### src/rtl/alu_result_serializer_if.sv
// Bus bundle for alu_result_serializer: ALU result stream in, 16-bit word stream out.
// master = producer/consumer side (testbench or neighbours); slave = the serializer itself.
interface alu_result_serializer_if #(
   parameter int unsigned RES_W = 48,
   parameter int unsigned OUT_W = 16
);
   logic             in_valid;
   logic             in_error;
   logic [RES_W-1:0] in_result;
   logic             out_valid;
   logic             out_ready;
   logic [OUT_W-1:0] out_data;
   logic             out_first;
   logic             out_last;

   modport master (
      output in_valid, in_error, in_result, out_ready,
      input  out_valid, out_data, out_first, out_last
   );

   modport slave (
      input  in_valid, in_error, in_result, out_ready,
      output out_valid, out_data, out_first, out_last
   );
endinterface

### src/rtl/alu_result_serializer.sv
// Buffers good ALU results in a FIFO and drains each as three OUT_W words, LSW first.
// Optional: define ALU_SER_ERR_COUNT_EN to build the saturating error-drop counter.
module alu_result_serializer #(
   parameter int unsigned DEPTH = 4,
   parameter int unsigned RES_W = 48,
   parameter int unsigned OUT_W = 16
) (
   input  logic                         clk,
   input  logic                         rst,
   alu_result_serializer_if.slave       bus,
   output logic                         full,
   output logic                         empty,
   output logic [$clog2(DEPTH+1)-1:0]   count,
   output logic                         overflow,
   output logic [7:0]                   err_count
);
   localparam int unsigned CNT_W = $clog2(DEPTH + 1);
   localparam int unsigned PTR_W = $clog2(DEPTH);

   typedef enum logic [1:0] {StIdle, StW0, StW1, StW2} state_e;

   state_e           state_q, state_d;
   logic [RES_W-1:0] mem_q [DEPTH];
   logic [PTR_W-1:0] wr_ptr_q, rd_ptr_q;
   logic [CNT_W-1:0] count_q, count_d;
   logic [RES_W-1:0] res_q, res_d;
   logic [OUT_W-1:0] data_q, data_d;
   logic             valid_q, valid_d;
   logic             first_q, first_d;
   logic             last_q, last_d;
   logic             overflow_q, overflow_d;
   logic [RES_W-1:0] head;
   logic             good, handshake, pop, push;

   assign head      = mem_q[rd_ptr_q];
   assign full      = (count_q == CNT_W'(DEPTH));
   assign empty     = (count_q == '0);
   assign good      = bus.in_valid && !bus.in_error;
   assign handshake = valid_q && bus.out_ready;
   // A full FIFO still accepts when the head leaves on the same edge.
   assign push      = good && (!full || pop);

   assign count_d    = count_q + CNT_W'(push) - CNT_W'(pop);
   assign overflow_d = overflow_q | (good && full && !pop);

   always_comb begin
      state_d = state_q;
      res_d   = res_q;
      data_d  = data_q;
      valid_d = valid_q;
      first_d = first_q;
      last_d  = last_q;
      pop     = 1'b0;
      unique case (state_q)
         StIdle: begin
            if (count_q != '0) begin
               pop     = 1'b1;
               res_d   = head;
               data_d  = head[OUT_W-1:0];
               valid_d = 1'b1;
               first_d = 1'b1;
               state_d = StW0;
            end
         end
         StW0: begin
            if (handshake) begin
               data_d  = res_q[2*OUT_W-1:OUT_W];
               first_d = 1'b0;
               state_d = StW1;
            end
         end
         StW1: begin
            if (handshake) begin
               data_d  = res_q[3*OUT_W-1:2*OUT_W];
               last_d  = 1'b1;
               state_d = StW2;
            end
         end
         StW2: begin
            if (handshake) begin
               last_d = 1'b0;
               if (count_q != '0) begin
                  // Chain straight into the next result without an idle cycle.
                  pop     = 1'b1;
                  res_d   = head;
                  data_d  = head[OUT_W-1:0];
                  first_d = 1'b1;
                  state_d = StW0;
               end else begin
                  valid_d = 1'b0;
                  state_d = StIdle;
               end
            end
         end
      endcase
   end

   always_ff @(posedge clk) begin
      if (rst) begin
         state_q    <= StIdle;
         wr_ptr_q   <= '0;
         rd_ptr_q   <= '0;
         count_q    <= '0;
         res_q      <= '0;
         data_q     <= '0;
         valid_q    <= 1'b0;
         first_q    <= 1'b0;
         last_q     <= 1'b0;
         overflow_q <= 1'b0;
      end else begin
         state_q    <= state_d;
         count_q    <= count_d;
         res_q      <= res_d;
         data_q     <= data_d;
         valid_q    <= valid_d;
         first_q    <= first_d;
         last_q     <= last_d;
         overflow_q <= overflow_d;
         if (push) wr_ptr_q <= wr_ptr_q + PTR_W'(1);
         if (pop)  rd_ptr_q <= rd_ptr_q + PTR_W'(1);
      end
   end

   // Storage needs no reset: pointers and count define what is valid.
   always_ff @(posedge clk) begin
      if (push) mem_q[wr_ptr_q] <= bus.in_result;
   end

`ifdef ALU_SER_ERR_COUNT_EN
   logic [7:0] err_cnt_q;

   always_ff @(posedge clk) begin
      if (rst) begin
         err_cnt_q <= 8'd0;
      end else if (bus.in_valid && bus.in_error && (err_cnt_q != 8'hff)) begin
         err_cnt_q <= err_cnt_q + 8'd1;
      end
   end

   assign err_count = err_cnt_q;
`else
   assign err_count = 8'd0;
`endif

   assign bus.out_valid = valid_q;
   assign bus.out_data  = data_q;
   assign bus.out_first = first_q;
   assign bus.out_last  = last_q;
   assign count         = count_q;
   assign overflow      = overflow_q;
endmodule

### src/flat_wrapper.sv
// flat-port wrapper written by rule: the top's interface ports become plain ports
module alu_result_serializer_flat 
#(
   parameter int unsigned DEPTH = 4,
   parameter int unsigned RES_W = 48,
   parameter int unsigned OUT_W = 16
)
  (clk, rst, full, empty, count, overflow, err_count, bus_in_valid, bus_in_error, bus_in_result, bus_out_ready, bus_out_valid, bus_out_data, bus_out_first, bus_out_last);
  alu_result_serializer_if #(.RES_W(RES_W), .OUT_W(OUT_W)) bus_i ();
  input  logic clk;
  input  logic rst;
  output logic full;
  output logic empty;
  output logic [$clog2(DEPTH+1)-1:0] count;
  output logic overflow;
  output logic [7:0] err_count;
  input wire logic [$bits(bus_i.in_valid)-1:0] bus_in_valid;
  input wire logic [$bits(bus_i.in_error)-1:0] bus_in_error;
  input wire logic [$bits(bus_i.in_result)-1:0] bus_in_result;
  input wire logic [$bits(bus_i.out_ready)-1:0] bus_out_ready;
  output wire logic [$bits(bus_i.out_valid)-1:0] bus_out_valid;
  output wire logic [$bits(bus_i.out_data)-1:0] bus_out_data;
  output wire logic [$bits(bus_i.out_first)-1:0] bus_out_first;
  output wire logic [$bits(bus_i.out_last)-1:0] bus_out_last;
  assign bus_i.in_valid = bus_in_valid;
  assign bus_i.in_error = bus_in_error;
  assign bus_i.in_result = bus_in_result;
  assign bus_i.out_ready = bus_out_ready;
  assign bus_out_valid = bus_i.out_valid;
  assign bus_out_data = bus_i.out_data;
  assign bus_out_first = bus_i.out_first;
  assign bus_out_last = bus_i.out_last;
  alu_result_serializer #(.DEPTH(DEPTH), .RES_W(RES_W), .OUT_W(OUT_W)) u_core (.clk(clk), .rst(rst), .bus(bus_i), .full(full), .empty(empty), .count(count), .overflow(overflow), .err_count(err_count));
endmodule
### config.mk
export PLATFORM = sky130hd
export DESIGN_NAME = alu_result_serializer_flat
export DESIGN_NICKNAME = d
export VERILOG_FILES = /design/src/rtl/alu_result_serializer_if.sv /design/src/rtl/alu_result_serializer.sv /design/src/flat_wrapper.sv
export SDC_FILE = /design/constraint.sdc
export NUM_CORES = 1
export LEC_CHECK = 0
export BUFFER_PORTS_ARGS = -buffer_cell sky130_fd_sc_hd__buf_2
export CAP_MARGIN = 20
export CORE_ASPECT_RATIO = 0.6
export CORE_MARGIN = 5
export CORE_UTILIZATION = 53
export DETAILED_ROUTE_END_ITERATION = 8
export GPL_TIMING_DRIVEN = 0
export PLACE_DENSITY = 0.72
export SLEW_MARGIN = 20
export SYNTH_ARGS = -nofsm -noshare
export SYNTH_HDL_FRONTEND = slang
export SYNTH_SLANG_ARGS = --single-unit
### constraint.sdc
create_clock -name clk -period 2.8 [get_ports clk]
set_input_delay 0.28 -clock clk [delete_from_list [all_inputs] [get_ports clk]]
set_output_delay 0.28 -clock clk [all_outputs]
set_load 0.01 [all_outputs]
# After elaboration in Yosys (flattened, before gate mapping)
# Memory sizes are Yosys's and may differ from the RTL's. A register that Yosys moved wholly into a read port is not among the register bits.
# Cells that the tools add are included.
# W data, S select, Z words.
# word_totals
register_bits,77
ram_bits,192
elab_cells,77
mem_count,1
# mem_list
name,words,word_bits,rd,rd_ports_with_merged_regs,wr,line,source
u_core.mem_q,4,48,1,1,1,alu_result_serializer.sv:23,logic [RES_W-1:0] mem_q [DEPTH];
# op_classes
n_addsub,4
n_eq_ne,9
n_mux,31
bitwise,1
n_reduce_logical,21
# ops
cell,n
$mux W48,2
$pmux W48 S2,1
$mux W16,4
$pmux W16 S4,1
$mux W1,12
$mux W2,6
$reduce_and A3 Y1,3
$ne A2 B1 Y1 const B,4
$pmux W2 S4,1
$reduce_and A4 Y1,2
$pmux W1 S2,3
$reduce_bool A3 Y1,2
$logic_and A1 B1 Y1,5
$add A2 B1 Y2 const B,2
$eq A2 B2 Y1 const B,2
$reduce_bool A2 Y1,2
$add A3 B1 Y3,1
$eq A3 B3 Y1 const B,1
$logic_not A1 Y1,3
$logic_not A3 Y1,1
$pmux W1 S3,1
$sub A3 B1 Y3,1
$eq A2 B1 Y1 const B,1
$logic_not A2 Y1,1
other kinds (4),4

# Logic depth before layout (Yosys ltp)
# logic_depth
word_depth,8
ltp_mapped,10
depth_no_buf,10

# Least setup slack after synthesis
# No wires, ideal clock.
# synth_timing
kind,reg-to-reg
startpoint,register u_core.state_q[0]
endpoint,"memory u_core.mem_q[0][0], enable pin"
setup_time_ps,411
arrival_ps,2645
required_ps,2389
path_slack_ps,-256
stages_incl_launch_ff,6
path_cell_list,dfxtp_1 > inv_1 > ha_1 > clkbuf_1 > o21ai_0 > and3_1
# synth_via
elab_chain_len,6
elab_cells_between_ends,7
classes_between,eq/ne (1); mux (3); reduce/logical (3)
# synth_rtl
item,line,source
from (decl),alu_result_serializer.sv:22,"state_e state_q, state_d;"
from (signal assigned),alu_result_serializer.sv:100,state_q <= StIdle;
from (signal assigned),alu_result_serializer.sv:111,state_q <= state_d;
$eq A2 B2 Y1 or $logic_not A2 Y1 (tied branches),alu_result_serializer.sv:54,unique case (state_q)
$pmux W1 S2 *,alu_result_serializer.sv:54,
$logic_or A1 B1 Y1 *,alu_result_serializer.sv:41,assign push = good && (!full || pop);
$logic_and A1 B1 Y1 *,alu_result_serializer.sv:41,
$mux W1 *,alu_result_serializer.sv:126,if (push) mem_q[wr_ptr_q] <= bus.in_result;
$mux W1 (not written as such) *,alu_result_serializer.sv:126,
to (decl),alu_result_serializer.sv:23,
# Every way passes the cells marked *; elsewhere a longest branch is shown, timed or not.

# Worst setup path in the final report
# layout_timing
startpoint,register u_core.state_q[1]
endpoint,"memory u_core.mem_q[2][27], enable pin"
# The elaborated chain is that of the path after synthesis.

==> flow_metrics.env <==
export IMPL_grt_pass1_wl_um=33100
export IMPL_synthesis_instances=582
export IMPL_p_seq_share_pct=45.0
export IMPL_critPathLaunchType="flip-flop"
export IMPL_area_delta_synth_final_pct=20.8
export IMPL_wirelength_um=21600
export IMPL_grt_pass1_vias=5786
export IMPL_worst_pin_slew_ns=0.983
export IMPL_combPwrFrac_pct=25.2
export IMPL_ir_drop_mv=0.417
export IMPL_dieArea_um2=21300
export IMPL_syn_area_per_cell_um2=16.8
export IMPL_fin_util_pct=65.3
export IMPL_rsz0062_at_grt="no"
export IMPL_cts_path_max_buffers=3
export IMPL_worstPathArrival_ns=2.83
export IMPL_synth_seq_cells=255
export IMPL_globalRouteOverflowTotal=0
export IMPL_crit_chain="ha_1 > a31oi_2 > o21ai_2 > and3_4"
export IMPL_slowest_delay_ns=0.63
export IMPL_portBuffers=77
export IMPL_drive_above_1_share_pct=28.9
export IMPL_yosysTopAreaCellShare_pct=59.0
export IMPL_drt_vias_per_instance=5.79
export IMPL_nNetsFinal=805
export IMPL_start_util_pct=54.1
export IMPL_dr_pass1_iters=5
export IMPL_cts_root_buf="clkbuf_16"
export IMPL_synth_seq_area_share_pct=71.9
export IMPL_status="finished clean"
export IMPL_powerDensity_nw_per_um2=897
export IMPL_yosys_most_used_dff="edfxtp_1"
export IMPL_finalHoldViolCount=0
export IMPL_antenna_found_initial=1
export IMPL_clk_latency_ns=0.52
export IMPL_cts_tree="done"
export IMPL_crit_fanout=24
export IMPL_htreeDepth=1
export IMPL_p_clk_share_pct=29.8
export IMPL_detail_route_antenna_nets=0
export IMPL_synth_most_common_cell="edfxtp_1"
export IMPL_synth_cell_type_count=39
export IMPL_vias=5783
export IMPL_cp_end_kind="flip-flop"
export IMPL_fin_hold_ws_ns=0.0190
export IMPL_max_cap_violations=0
export IMPL_clock_skew_ns=0.0157
export IMPL_dp_hpwl_um=12900
export IMPL_synth_warnings=0
export IMPL_io_pins=86
export IMPL_clkSinkCount=255
export IMPL_p_sw_mw=3.19
export IMPL_fp_dieH_um=115
export IMPL_postCtsSetupBuffers=0
export IMPL_synth_top_cells_by_area="edfxtp_1, dfxtp_1, mux4_2"
export IMPL_relSlewSlack_pct=34.3
export IMPL_drt_iter0_markers=512
export IMPL_drc=0
export IMPL_n_fill_cell=1293
export IMPL_p_int_mw=7.39
export IMPL_maxSlewViolCount=0
export IMPL_numCtsBuffers=23
export IMPL_track_usage_pct=20.6
export IMPL_die_w_um=185
export IMPL_min_period_over_period_pct=95.6
export IMPL_setup_viol=0
export IMPL_r2r_slack_ns=0.12
export IMPL_gp_congestion=0.853
export IMPL_drt_wirelength_per_cell_um=21.6
export IMPL_cts_clk_slew_worst_paths_ns=0.06
export IMPL_required_ns=2.95
export IMPL_grt_max_degree=25
export IMPL_switching_share_pct=30.2
export IMPL_hold_class="in -> reg"
export IMPL_synth_edff_count=192
export IMPL_crit_type="reg -> reg"
export IMPL_clock_fmax_ghz=0.374
export IMPL_synth_commonest_cells="edfxtp_1, nand2_1, dfxtp_1, mux4_2, a21oi_1"
export IMPL_finalCriticalPeriod_ns=2.68
export IMPL_rows=38
export IMPL_slowest_stage="and3_4"
export IMPL_design_core_area_um2=18100
export IMPL_synthArstFlopShare_pct=0
export IMPL_syn_area_um2=9770
export IMPL_synth_top_cell_by_area="edfxtp_1"
export IMPL_leakagePower_nw=4.07
-- final cells by class --
type | count | area [µm²] | share of cell area, %
clock buffer | 35 | 733 | 6.21
buffer | 40 | 230 | 1.95
multi-input combinational | 292 | 2600 | 22.0
timing repair buffer | 123 | 846 | 7.16
inverter | 6 | 27.5 | 0.233
sequential | 255 | 7030 | 59.5
tap | 240 | 300 | 2.54
clock inverter | 7 | 41.3 | 0.350
antenna | 1 | 2.50 | 0.0212
-- power by group through the flow --
stage	clock network, mW	logic (mW)	registers (mW)
3_5_place_dp	0	2.55	4.83
6_report	3.16	2.67	4.76
2_1_floorplan	0	1.79	4.78
3_3_place_gp	0	2.48	4.80
5_1_grt	3.36	2.95	4.80
4_1_cts	3.20	2.66	4.74
-- registers in the layout, summed over array words and instances, names as in the netlist, named ones only --
name                  cells
u_core.state_q            2
u_core.count              3
u_core.bus.out_data      16
u_core.res_q             32
u_core.overflow           1
u_core.bus.out_first      1
u_core.rd_ptr_q           2
u_core.bus.out_valid      1
u_core.bus.out_last       1
u_core.wr_ptr_q           2
u_core.mem_q            192
-- per-layer routing --
metal	vias up	GRT usage, %	wire, µm	share of wire (%)
met3	43	4.87	2170	10
met5	-	0	0	0
li1	2560	-	-	-
met4	0	5.33	493	2.3
met1	2906	31.7	9790	45
met2	274	30.1	9150	42
-- critical path: cells and delay by family, from the launching register on --
family	cells	cell delay, ns
adder cells (fa/ha/maj)	1	0.41
flip-flops	1	0.41
AO/OA/AOI/OAI	2	0.84
AND/OR/NAND/NOR	1	0.63
-- cells in the final DEF, fill, tap and decap left out, types with 11 or more instances in the layout --
| master | netlist | layout |
|---|---|---|
| nand2_1 | 83 | 83 |
| buf_2 | 12 | 90 |
| a22oi_1 | 17 | 17 |
| mux4_2 | 48 | 48 |
| edfxtp_1 | 192 | 192 |
| buf_4 | 11 | 11 |
| a21oi_1 | 37 | 37 |
| dfxtp_1 | 63 | 62 |
| clkbuf_1 | 13 | 15 |
| dlygate4sd3_1 | 0 | 46 |
| o21ai_0 | 20 | 19 |
| clkbuf_16 | 0 | 25 |
-- stage by stage --
| step | area (µm²) | worst slack, ns | power [mW] | setup TNS (ns) | std cells |
|---|---|---|---|---|---|
| 2_1_floorplan | 9800 | 0.261 | 6.57 | 0 | 589 |
| 3_3_place_gp | 10500 | -0.444 | 7.28 | -83.88 | 906 |
| 3_5_place_dp | 10500 | -0.294 | 7.37 | -51.93 | 906 |
| 4_1_cts | 11800 | 0.0385 | 10.6 | 0 | 998 |
| 5_1_grt | 11800 | 0.0288 | 11.1 | 0 | 999 |
| 6_report | 11800 | 0.124 | 10.6 | 0 | 999 |
-- final timing paths --
| check | startpoint | to | cells past startpoint |
|---|---|---|---|
| hold / removal | bus_in_result[13] | u_core.mem_q[2][13] | 1 |
| hold reg to reg | u_core.bus.out_data[1] | u_core.bus.out_data[1] | 1 |
| setup reg to reg | u_core.state_q[1] | u_core.mem_q[2][27] | 4 |
| setup / recovery | u_core.state_q[1] | u_core.mem_q[2][27] | 4 |
-- kinds of logic after synthesis --
| family | synth area share (%) |
|---|---|
| DFF | 71.9 |
| xor gates and xnor gates | 0.358 |
| AOI/OAI and AO/OA | 7.41 |
| buffers and inverters | 2.62 |
| other | 0.0384 |
| and+or+nand+nor | 5.02 |
| adders and majority gates | 1.49 |
| muxes | 11.2 |
-- what timing repair did --
| action | 4_1_cts | 5_1_grt |
|---|---|---|
| cloned | 4 | 0 |
| hold buffers | 46 | 0 |
| hold endpoints to repair | 181 | 0 |
| endpoints found under the setup margin | 193 | 194 |
| pin swaps | 4 | 0 |
| resized for setup | 8 | 3 |
(Power assumes the default switching activity.)
